==> config.mk <==
export PLATFORM = sky130hd
export DESIGN_NAME = sc_dmem_arbiter
export DESIGN_NICKNAME = d
export VERILOG_FILES = /design/src/rtl/sc_dmem_pkg.sv /design/src/rtl/sc_rr_pick2.sv /design/src/rtl/sc_dmem_arbiter.sv
export SDC_FILE = /design/constraint.sdc
export NUM_CORES = 1
export LEC_CHECK = 0
export ABC_AREA = 1
export BUFFER_PORTS_ARGS = -buffer_cell sky130_fd_sc_hd__buf_2
export CAP_MARGIN = 20
export CELL_PAD_IN_SITES_DETAIL_PLACEMENT = 0
export CELL_PAD_IN_SITES_GLOBAL_PLACEMENT = 1
export CORE_AREA = 2 2 119 121
export DETAILED_ROUTE_END_ITERATION = 10
export DIE_AREA = 0 0 121 123
export PLACE_DENSITY_LB_ADDON = 0.1
export SYNTH_ARGS = -nofsm -noshare
export SYNTH_HDL_FRONTEND = slang
export SYNTH_SLANG_ARGS = --single-unit
==> constraint.sdc <==
create_clock -name clk -period 3.22 [get_ports clk]
set_input_delay 0.322 -clock clk [delete_from_list [all_inputs] [get_ports clk]]
set_output_delay 0.322 -clock clk [all_outputs]
set_load 0.02 [all_outputs]
==> src/rtl/sc_dmem_pkg.sv <==
// sc_dmem_pkg: shared types and constants for the data-memory arbiter.
//   state_e    : arbiter ownership state (IDLE, OWN0, OWN1)
//   DMEM_WORDS : RAM depth in 32-bit words
//   word_idx() : byte address -> RAM word index (addr[6:2])
package sc_dmem_pkg;

  localparam int unsigned ADDR_W     = 32;
  localparam int unsigned DATA_W     = 32;
  localparam int unsigned DMEM_WORDS = 32;
  localparam int unsigned WADDR_LSB  = 2;
  localparam int unsigned WADDR_MSB  = 6;
  localparam int unsigned WIDX_W     = WADDR_MSB - WADDR_LSB + 1;

  typedef enum logic [1:0] {
    S_IDLE = 2'd0,
    S_OWN0 = 2'd1,
    S_OWN1 = 2'd2
  } state_e;

  // Word index the RAM decodes from a byte address.
  function automatic logic [WIDX_W-1:0] word_idx(input logic [ADDR_W-1:0] addr);
    return addr[WADDR_MSB:WADDR_LSB];
  endfunction

endpackage

==> src/rtl/sc_rr_pick2.sv <==
// sc_rr_pick2: combinational two-way pick.
//   i_req0/i_req1 : requests
//   i_prio        : favoured port when both request and no hold (0 = port 0)
//   i_hold        : current owner keeps the grant on contention
//   i_holder      : port that owns the hold (0 = port 0)
//   o_gnt0_c/o_gnt1_c : one-hot (or zero) grant
module sc_rr_pick2 (
  input  logic i_req0,
  input  logic i_req1,
  input  logic i_prio,
  input  logic i_hold,
  input  logic i_holder,
  output logic o_gnt0_c,
  output logic o_gnt1_c
);

  logic w_winner;

  // Contention winner: the lock holder if a hold is active, else round-robin prio.
  assign w_winner = i_hold ? i_holder : i_prio;

  assign o_gnt0_c = i_req0 & (~i_req1 | ~w_winner);
  assign o_gnt1_c = i_req1 & (~i_req0 |  w_winner);

endmodule

==> src/rtl/sc_dmem_arbiter.sv <==
// sc_dmem_arbiter: round-robin two-port arbiter in front of the single-ported
// data RAM, with a bounded per-port lock (burst).
//   clk, reset                 : clock, async active-high reset
//   mN_req/we/lock/addr/wdata  : port N request side (N = 0 CPU, 1 debug/DMA)
//   mN_gnt                     : combinational grant, access completes at this edge
//   mN_rdata/mN_rvalid         : registered read data, one-cycle valid pulse
//   mem_we/mem_addr/mem_datain : RAM write/address/data, muxed from the granted port
//   mem_dataout                : async RAM read data
module sc_dmem_arbiter
  import sc_dmem_pkg::*;
#(
  parameter int unsigned BURST_MAX = 4,
  parameter int unsigned CNT_W     = 2
) (
  input  logic              clk,
  input  logic              reset,
  input  logic              m0_req,
  input  logic              m0_we,
  input  logic              m0_lock,
  input  logic [ADDR_W-1:0] m0_addr,
  input  logic [DATA_W-1:0] m0_wdata,
  output logic              m0_gnt,
  output logic [DATA_W-1:0] m0_rdata,
  output logic              m0_rvalid,
  input  logic              m1_req,
  input  logic              m1_we,
  input  logic              m1_lock,
  input  logic [ADDR_W-1:0] m1_addr,
  input  logic [DATA_W-1:0] m1_wdata,
  output logic              m1_gnt,
  output logic [DATA_W-1:0] m1_rdata,
  output logic              m1_rvalid,
  output logic              mem_we,
  output logic [ADDR_W-1:0] mem_addr,
  output logic [DATA_W-1:0] mem_datain,
  input  logic [DATA_W-1:0] mem_dataout
);

  localparam logic [CNT_W-1:0] CNT_MAX = CNT_W'(BURST_MAX - 1);

  state_e            r_state;
  logic              r_prio;
  logic [CNT_W-1:0]  r_burst_cnt;
  logic [DATA_W-1:0] r_m0_rdata;
  logic [DATA_W-1:0] r_m1_rdata;
  logic              r_m0_rvalid;
  logic              r_m1_rvalid;

  logic w_hold;
  logic w_holder;
  logic w_pick0;
  logic w_pick1;
  logic w_gnt0;
  logic w_gnt1;
  logic w_own_cont;

  // Owner keeps the RAM only while still locked and under the burst bound.
  assign w_hold   = ((r_state == S_OWN0 && m0_lock) || (r_state == S_OWN1 && m1_lock))
                    && (r_burst_cnt < CNT_MAX);
  assign w_holder = (r_state == S_OWN1);

  sc_rr_pick2 u_pick (
    .i_req0   (m0_req),
    .i_req1   (m1_req),
    .i_prio   (r_prio),
    .i_hold   (w_hold),
    .i_holder (w_holder),
    .o_gnt0_c (w_pick0),
    .o_gnt1_c (w_pick1)
  );

  // Suppress grants during reset so an in-flight write never reaches the RAM.
  assign w_gnt0 = w_pick0 & ~reset;
  assign w_gnt1 = w_pick1 & ~reset;
  assign m0_gnt = w_gnt0;
  assign m1_gnt = w_gnt1;

  // Granted port continues a run it already owned.
  assign w_own_cont = (w_gnt0 && r_state == S_OWN0) || (w_gnt1 && r_state == S_OWN1);

  // RAM port mux; zero when idle.
  always_comb begin
    mem_we     = 1'b0;
    mem_addr   = '0;
    mem_datain = '0;
    if (w_gnt0) begin
      mem_we     = m0_we;
      mem_addr   = m0_addr;
      mem_datain = m0_wdata;
    end else if (w_gnt1) begin
      mem_we     = m1_we;
      mem_addr   = m1_addr;
      mem_datain = m1_wdata;
    end
  end

  // FSM, round-robin pointer, burst counter and read return.
  always_ff @(posedge clk or posedge reset) begin
    if (reset) begin
      r_state     <= S_IDLE;
      r_prio      <= 1'b0;
      r_burst_cnt <= '0;
      r_m0_rdata  <= '0;
      r_m1_rdata  <= '0;
      r_m0_rvalid <= 1'b0;
      r_m1_rvalid <= 1'b0;
    end else begin
      r_m0_rvalid <= w_gnt0 & ~m0_we;
      r_m1_rvalid <= w_gnt1 & ~m1_we;
      if (w_gnt0 && !m0_we) r_m0_rdata <= mem_dataout;
      if (w_gnt1 && !m1_we) r_m1_rdata <= mem_dataout;

      if (w_gnt0 || w_gnt1) begin
        // Favour the port that was not just served.
        r_prio <= w_gnt0;
        if (w_gnt0) r_state <= m0_lock ? S_OWN0 : S_IDLE;
        else        r_state <= m1_lock ? S_OWN1 : S_IDLE;
        if (w_own_cont)
          r_burst_cnt <= (r_burst_cnt == CNT_MAX) ? CNT_MAX : r_burst_cnt + CNT_W'(1);
        else
          r_burst_cnt <= '0;
      end else begin
        r_state     <= S_IDLE;
        r_burst_cnt <= '0;
      end
    end
  end

  assign m0_rdata  = r_m0_rdata;
  assign m1_rdata  = r_m1_rdata;
  assign m0_rvalid = r_m0_rvalid;
  assign m1_rvalid = r_m1_rvalid;

endmodule
==> impl_metrics.toml, run 1 <==
[setup_path]
start_kind = "flip-flop"
crit_required_ns = 2.90
arrival_ns = 2.39
critPathKind = "reg -> out"
cp_max_fo = 34
critPathCaptureType = "output port"

[sta]
grt_setup_unrepaired = "no"
relSlewSlack_pct = 49.03
hold_viol_final = 0
finalSetupViolations = 0
period_minus_slack_ns = 2.714
setup-tns-final_ns = 0
skew_ns = 0.003600
worst_pin_slew_ns = 0.7636
fmaxAchievable_mhz = 368.5
slew_violations = 0
period_share_pct = 84.28

[grt]
grt_first_pass_wirelength_um = 19440
grt_max_degree = 38
grt_overflow = 0
grtUsageTotal_pct = 16.81
grt_pass1_vias = 3822
antenna_found_initial = 0

[run_status]
status = "finished clean"

[cells_and_area]
area_growth_pct = 52.27
final_common_cell = "buf_2"
final_nets = 958
final_cell_mix = "buf_2 (300), nand2_1 (263), dfrtp_1 (71), o21ai_1 (57), inv_1 (41)"
drive_gt1_share_pct = 42.26
antenna_cells = 0

[placement]
gp_congestion = 0.7792
io_buffer_count = 300
post-dp-hpwl_um = 10620

[power]
finalPower_mw = 3.245
p_leak_nw = 3.478
ir_drop_mv = 0.2679
powerDensity_mw_per_mm2 = 589.6

[detailed_routing]
dr.first_iter.drc_count = 231
vias = 4054
ant_nets = 0
wl_per_cell_um = 13.54
first_pass_iters = 4
drcViolationCount = 0
viasPerCell = 4.158
drt_wl_total_um = 13200

[clock_tree]
cts_resized = 0
post_cts_buffers = 0
h-tree-depth = 3
clock_path_buffers = 2
cts_sinks = 71
clk_pin_slew_ns = 0.05
postCtsHoldBufs = 0
cts_tree = "yes"
cts_buffers = 9
root_buffer = "clkbuf_16"
clk_latency_ns = 0.33

[job]
cap_viol_max_count = 0

[logic_synthesis]
synthesis.nets = 665
ys_seq_elements = 71
synth_area_per_cell_um2 = 7.273
synthCells = 497
synth_cell_type_count = 16
yosys_warnings = 0
synth_area_mm2 = 0.003615
seq_area_frac_synth_pct = 49.15

[floorplanning]
die_h_um = 123
dieArea_mm2 = 0.01488
fp-row-count = 43
num_io_pins = 301
core-area_mm2 = 0.01361
start_util_pct = 26.56
die_w_um = 121

[min_path]
hp-class = "in -> async"
==> metal layers <==
metal / vias to the layer above / track usage (%) / share of wire, %
li1: 2094 / - / -
met1: 1792 / 21.47 / 42
met2: 153 / 27.88 / 49
met3: 15 / 4.843 / 7.7
met4: 0 / 4.578 / 1.3
met5: - / 0 / 0
==> cells in the mapped netlist (all sizes together) <==
cell | n | area share, %
nor2 | 8 | 0.90
o21ai | 66 | 9.1
nand2 | 265 | 28
buf | 27 | 6.1
clkbuf | 1 | 0.10
inv | 47 | 4.9
dfrtp | 71 | 49
a21oi | 2 | 0.28
nand3 | 10 | 1.8
==> critical path, cell delays in order (launching register included) <==
cell and delay, ns:
dfrtp_1 0.41, inv_2 0.07, nand3_1 0.06, nand2_1 0.11, nand3_1 0.10, nand3_2 0.11
nand2_1 0.08, inv_2 0.43, buf_4 0.34, nand2_1 0.07, nand2_1 0.11, buf_2 0.18
==> metrics by stage <==
| stage | cells | util, % | instance area, um2 | hold slack, ns | worst slack, ns |
|---|---|---|---|---|---|
| floorplan | 497 | - | 3615 | 0.4282 | 1.101 |
| finish | 975 | 40.44 | 5504 | 0.1452 | 0.5062 |
| CTS | 975 | 40.44 | 5504 | 0.1758 | 0.4970 |
| global placement | 959 | 38.18 | 5197 | 0.4657 | 0.8818 |
| detailed placement | 959 | 38.18 | 5197 | 0.4682 | 0.8599 |
| global route | 975 | 40.44 | 5504 | 0.2237 | 0.2473 |
==> worst paths after layout <==
check / start / end / slack [ns] / cells after the start
worst max-delay path: r_state[0]$_DFF_PP0_ / mem_datain[9] / 0.51 / 11
worst min-delay path: reset / m0_rdata[7]$_DFFE_PP0P_ / 0.15 / 2
worst max register to register: r_state[0]$_DFF_PP0_ / m0_rdata[10]$_DFFE_PP0P_ / 1.06 / 9
worst min register to register: m0_rdata[11]$_DFFE_PP0P_ / m0_rdata[11]$_DFFE_PP0P_ / 0.48 / 2
max in group asynchronous: reset / m1_rdata[1]$_DFFE_PP0P_ / 2.24 / 3
min in group clk: m0_lock / r_state[0]$_DFF_PP0_ / 0.23 / 3
==> cell type report <==
type	instances	area, um2
clock inverters	4	70.07
multi-input cells	351	1443
fillers	1501	8108
inverters	47	176.4
repair buffers	310	1577
clock buffers	12	236.5
well taps	180	225.2
flip-flops and latches	71	1777
==> state kept, by name (all words and copies together) (netlist names) <==
signal / flops
m0_rdata: 32
m1_rdata: 32
r_burst_cnt: 2
r_state: 2
m0_rvalid: 1
m1_rvalid: 1
r_prio: 1
==> power by group <==
part | internal [mW] | switching [mW]
combinational | 0.369 | 0.680
sequential | 1.08 | 0.0982
clock | 0.675 | 0.341
total | 2.13 | 1.12
==> logic make-up after synthesis <==
group,after synthesis,share of synthesized area [%]
compound gates,68,9.415
buf+inv,75,11.08
flops,71,49.15
simple gates,283,30.36
Note: power is estimated with default switching activity, not from simulation.
==> run 2: changes to the inputs <==
--- a/config.mk
+++ b/config.mk
@@ -10,9 +10,9 @@
 export CAP_MARGIN = 20
 export CELL_PAD_IN_SITES_DETAIL_PLACEMENT = 0
 export CELL_PAD_IN_SITES_GLOBAL_PLACEMENT = 1
-export CORE_AREA = 2 2 119 121
+export CORE_AREA = 2 2 124 126
 export DETAILED_ROUTE_END_ITERATION = 10
-export DIE_AREA = 0 0 121 123
+export DIE_AREA = 0 0 126 128
 export PLACE_DENSITY_LB_ADDON = 0.1
 export SYNTH_ARGS = -nofsm -noshare
 export SYNTH_HDL_FRONTEND = slang
==> constraint.sdc (replaced) <==
create_clock -name clk -period 2.64 [get_ports clk]
set_input_delay 0.264 -clock clk [delete_from_list [all_inputs] [get_ports clk]]
set_output_delay 0.264 -clock clk [all_outputs]
set_load 0.02 [all_outputs]
==> run 2 against run 1 <==
Compared with the run above:
- clock-buffer cell count is 1 lower
- worst hold slack got worse by 0.13 ns
- sequential power grew 21%
- critical path type unchanged
- critical path depth is the same
==> impl_metrics.toml, run 2 (same netlist as run 1, synthesis figures left out) <==
[run_status]
status = "finished clean"

[placement]
dp_cells = 963
pre_cts_ws_ns = 0.5466
io_buffer_count = 300
post-dp-hpwl_um = 9962
gp_congestion = 0.7717

[setup_path]
reg2reg_to = "m1_rdata[6]$_DFFE_PP0P_"
arrival_ns = 2.07
critPathCaptureType = "output port"
critPathKind = "reg -> out"
critPathLaunch = "r_state[0]$_DFF_PP0_"
rr_startpoint = "r_state[0]$_DFF_PP0_"
ff2ff_path_depth = 10
cp_max_fo = 49
crit_required_ns = 2.38
setup.worst_path.end = "mem_datain[17]"
start_kind = "flip-flop"
r2r_slack_ns = 1.13

[sta]
period_minus_slack_ns = 2.330
skew_ns = 0.005306
finalSetupViolations = 0
hold_viol_final = 0
setup_ws_ns = 0.3096
fmaxAchievable_mhz = 429.1
grt_setup_unrepaired = "no"
setup-tns-final_ns = 0
slew_violations = 0
holdWs_ns = 0.01253
relSlewSlack_pct = 64.22
worst_pin_slew_ns = 0.5359
period_share_pct = 88.27

[grt]
antenna_found_initial = 1
grt_overflow = 0
grtUsageTotal_pct = 14.89
grt_max_degree = 66
grt_first_pass_wirelength_um = 19230
grt_pass1_vias = 3719

[clock_tree]
post_cts_buffers = 0
root_buffer = "clkbuf_16"
cts_tree = "yes"
clock_path_buffers = 2
clk_pin_slew_ns = 0.05
clk_latency_ns = 0.32
h-tree-depth = 3
cts_sinks = 71
cts_buffers = 9

[detailed_routing]
drcViolationCount = 0
wl_per_cell_um = 13.03
ant_nets = 0
dr.first_iter.drc_count = 217
first_pass_iters = 4
viasPerCell = 4.067
drt_wl_total_um = 12770
vias = 3986

[power]
p_leak_nw = 3.486
p_comb_share_pct = 32.1
intPower_mw = 2.629
ir_drop_mv = 0.3335
clkPwrFrac_pct = 32.2
netSwitchingFraction_pct = 34.43
powerDensity_mw_per_mm2 = 720.3
pwr-share-seq_pct = 35.7
power.switching_mw = 1.381

[cells_and_area]
final_cell_mix = "buf_2 (300), nand2_1 (263), dfrtp_1 (71), o21ai_1 (57), inv_1 (41)"
fin_util_pct = 37.45
area_growth_pct = 54.00
drive_gt1_share_pct = 42.23
final_nets = 954
final-instance-count-excl-fill = 980
final_common_cell = "buf_2"

[floorplanning]
num_io_pins = 301
dieArea_mm2 = 0.01613
die_w_um = 126
core-area_mm2 = 0.01486
die_h_um = 128
fp-row-count = 45
start_util_pct = 24.32

[min_path]
hp-class = "in -> async"

[job]
cap_viol_max_count = 0
==> run 2: changes by cell type in the layout (fill, tap and decap cells not counted), sizes merged <==
cell,previous run,this run
clkinvlp,0,1
clkbuf,12,11
buf,310,306
diode,0,1
==> run 2: power by group through the flow <==
stage	registers, mW	clock network, mW	logic (mW)
2_1_floorplan	1.74	0	0.484
3_3_place_gp	1.45	0	1.30
3_5_place_dp	1.45	0	1.30
4_1_cts	1.44	1.33	1.31
5_1_grt	1.46	1.38	1.41
6_report	1.43	1.29	1.29
==> run 2: cell type report <==
class                   instances  area (um2)
diodes                          1       2.502
clock buffers                  11       242.7
clock inverters                 5       81.33
repair buffers                306        1604
fillers                      1657        9298
well taps                     188       235.2
multi-input cells             351        1443
inverters                      47       181.4
flip-flops and latches         71        1777
==> run 2: repair_timing <==
item,CTS,global route
endpoints found under the setup margin,0,17
gates resized for setup,0,4
hold buffers,0,0
==> run 2: worst min path at each step <==
stage | from | endpoint | slack [ns] | cells after the start
after detailed placement | reset | r_burst_cnt[1]$_DFF_PP0_ | 0.38 | 2
final | reset | r_burst_cnt[1]$_DFF_PP0_ | 0.01 | 2
after CTS | reset | m0_rdata[4]$_DFFE_PP0P_ | 0.03 | 2
after global placement | reset | r_burst_cnt[1]$_DFF_PP0_ | 0.37 | 2
after global routing | reset | r_burst_cnt[0]$_DFF_PP0_ | 0.05 | 2
after floorplan | m0_lock | r_state[0]$_DFF_PP0_ | 0.37 | 2
==> run 2: worst max-delay path: stages (launching register included) <==
cell and delay (ns):
dfrtp_1 0.41, inv_2 0.07, nand3_1 0.05, nand2_1 0.11, nand3_1 0.09, nand3_2 0.11
nand2_1 0.12, inv_6 0.17, buf_16 0.23, nand2_1 0.07, nand2_1 0.11, buf_2 0.18
==> run 2: per-layer routing <==
metal | vias up | global-route usage, % | wire [um]
li1 | 2092 | - | -
met1 | 1743 | 18.74 | 5332
met2 | 142 | 25.43 | 6456
met3 | 9 | 4.341 | 848
met4 | 0 | 3.297 | 131
met5 | - | 0 | 0
==> run 2: per-stage QoR <==
| step | total power [mW] | area, um2 |
|---|---|---|
| floorplan | 2.221 | 3615 |
| global placement | 2.746 | 5228 |
| detailed placement | 2.756 | 5228 |
| CTS | 4.076 | 5552 |
| global route | 4.252 | 5567 |
| finish | 4.010 | 5567 |
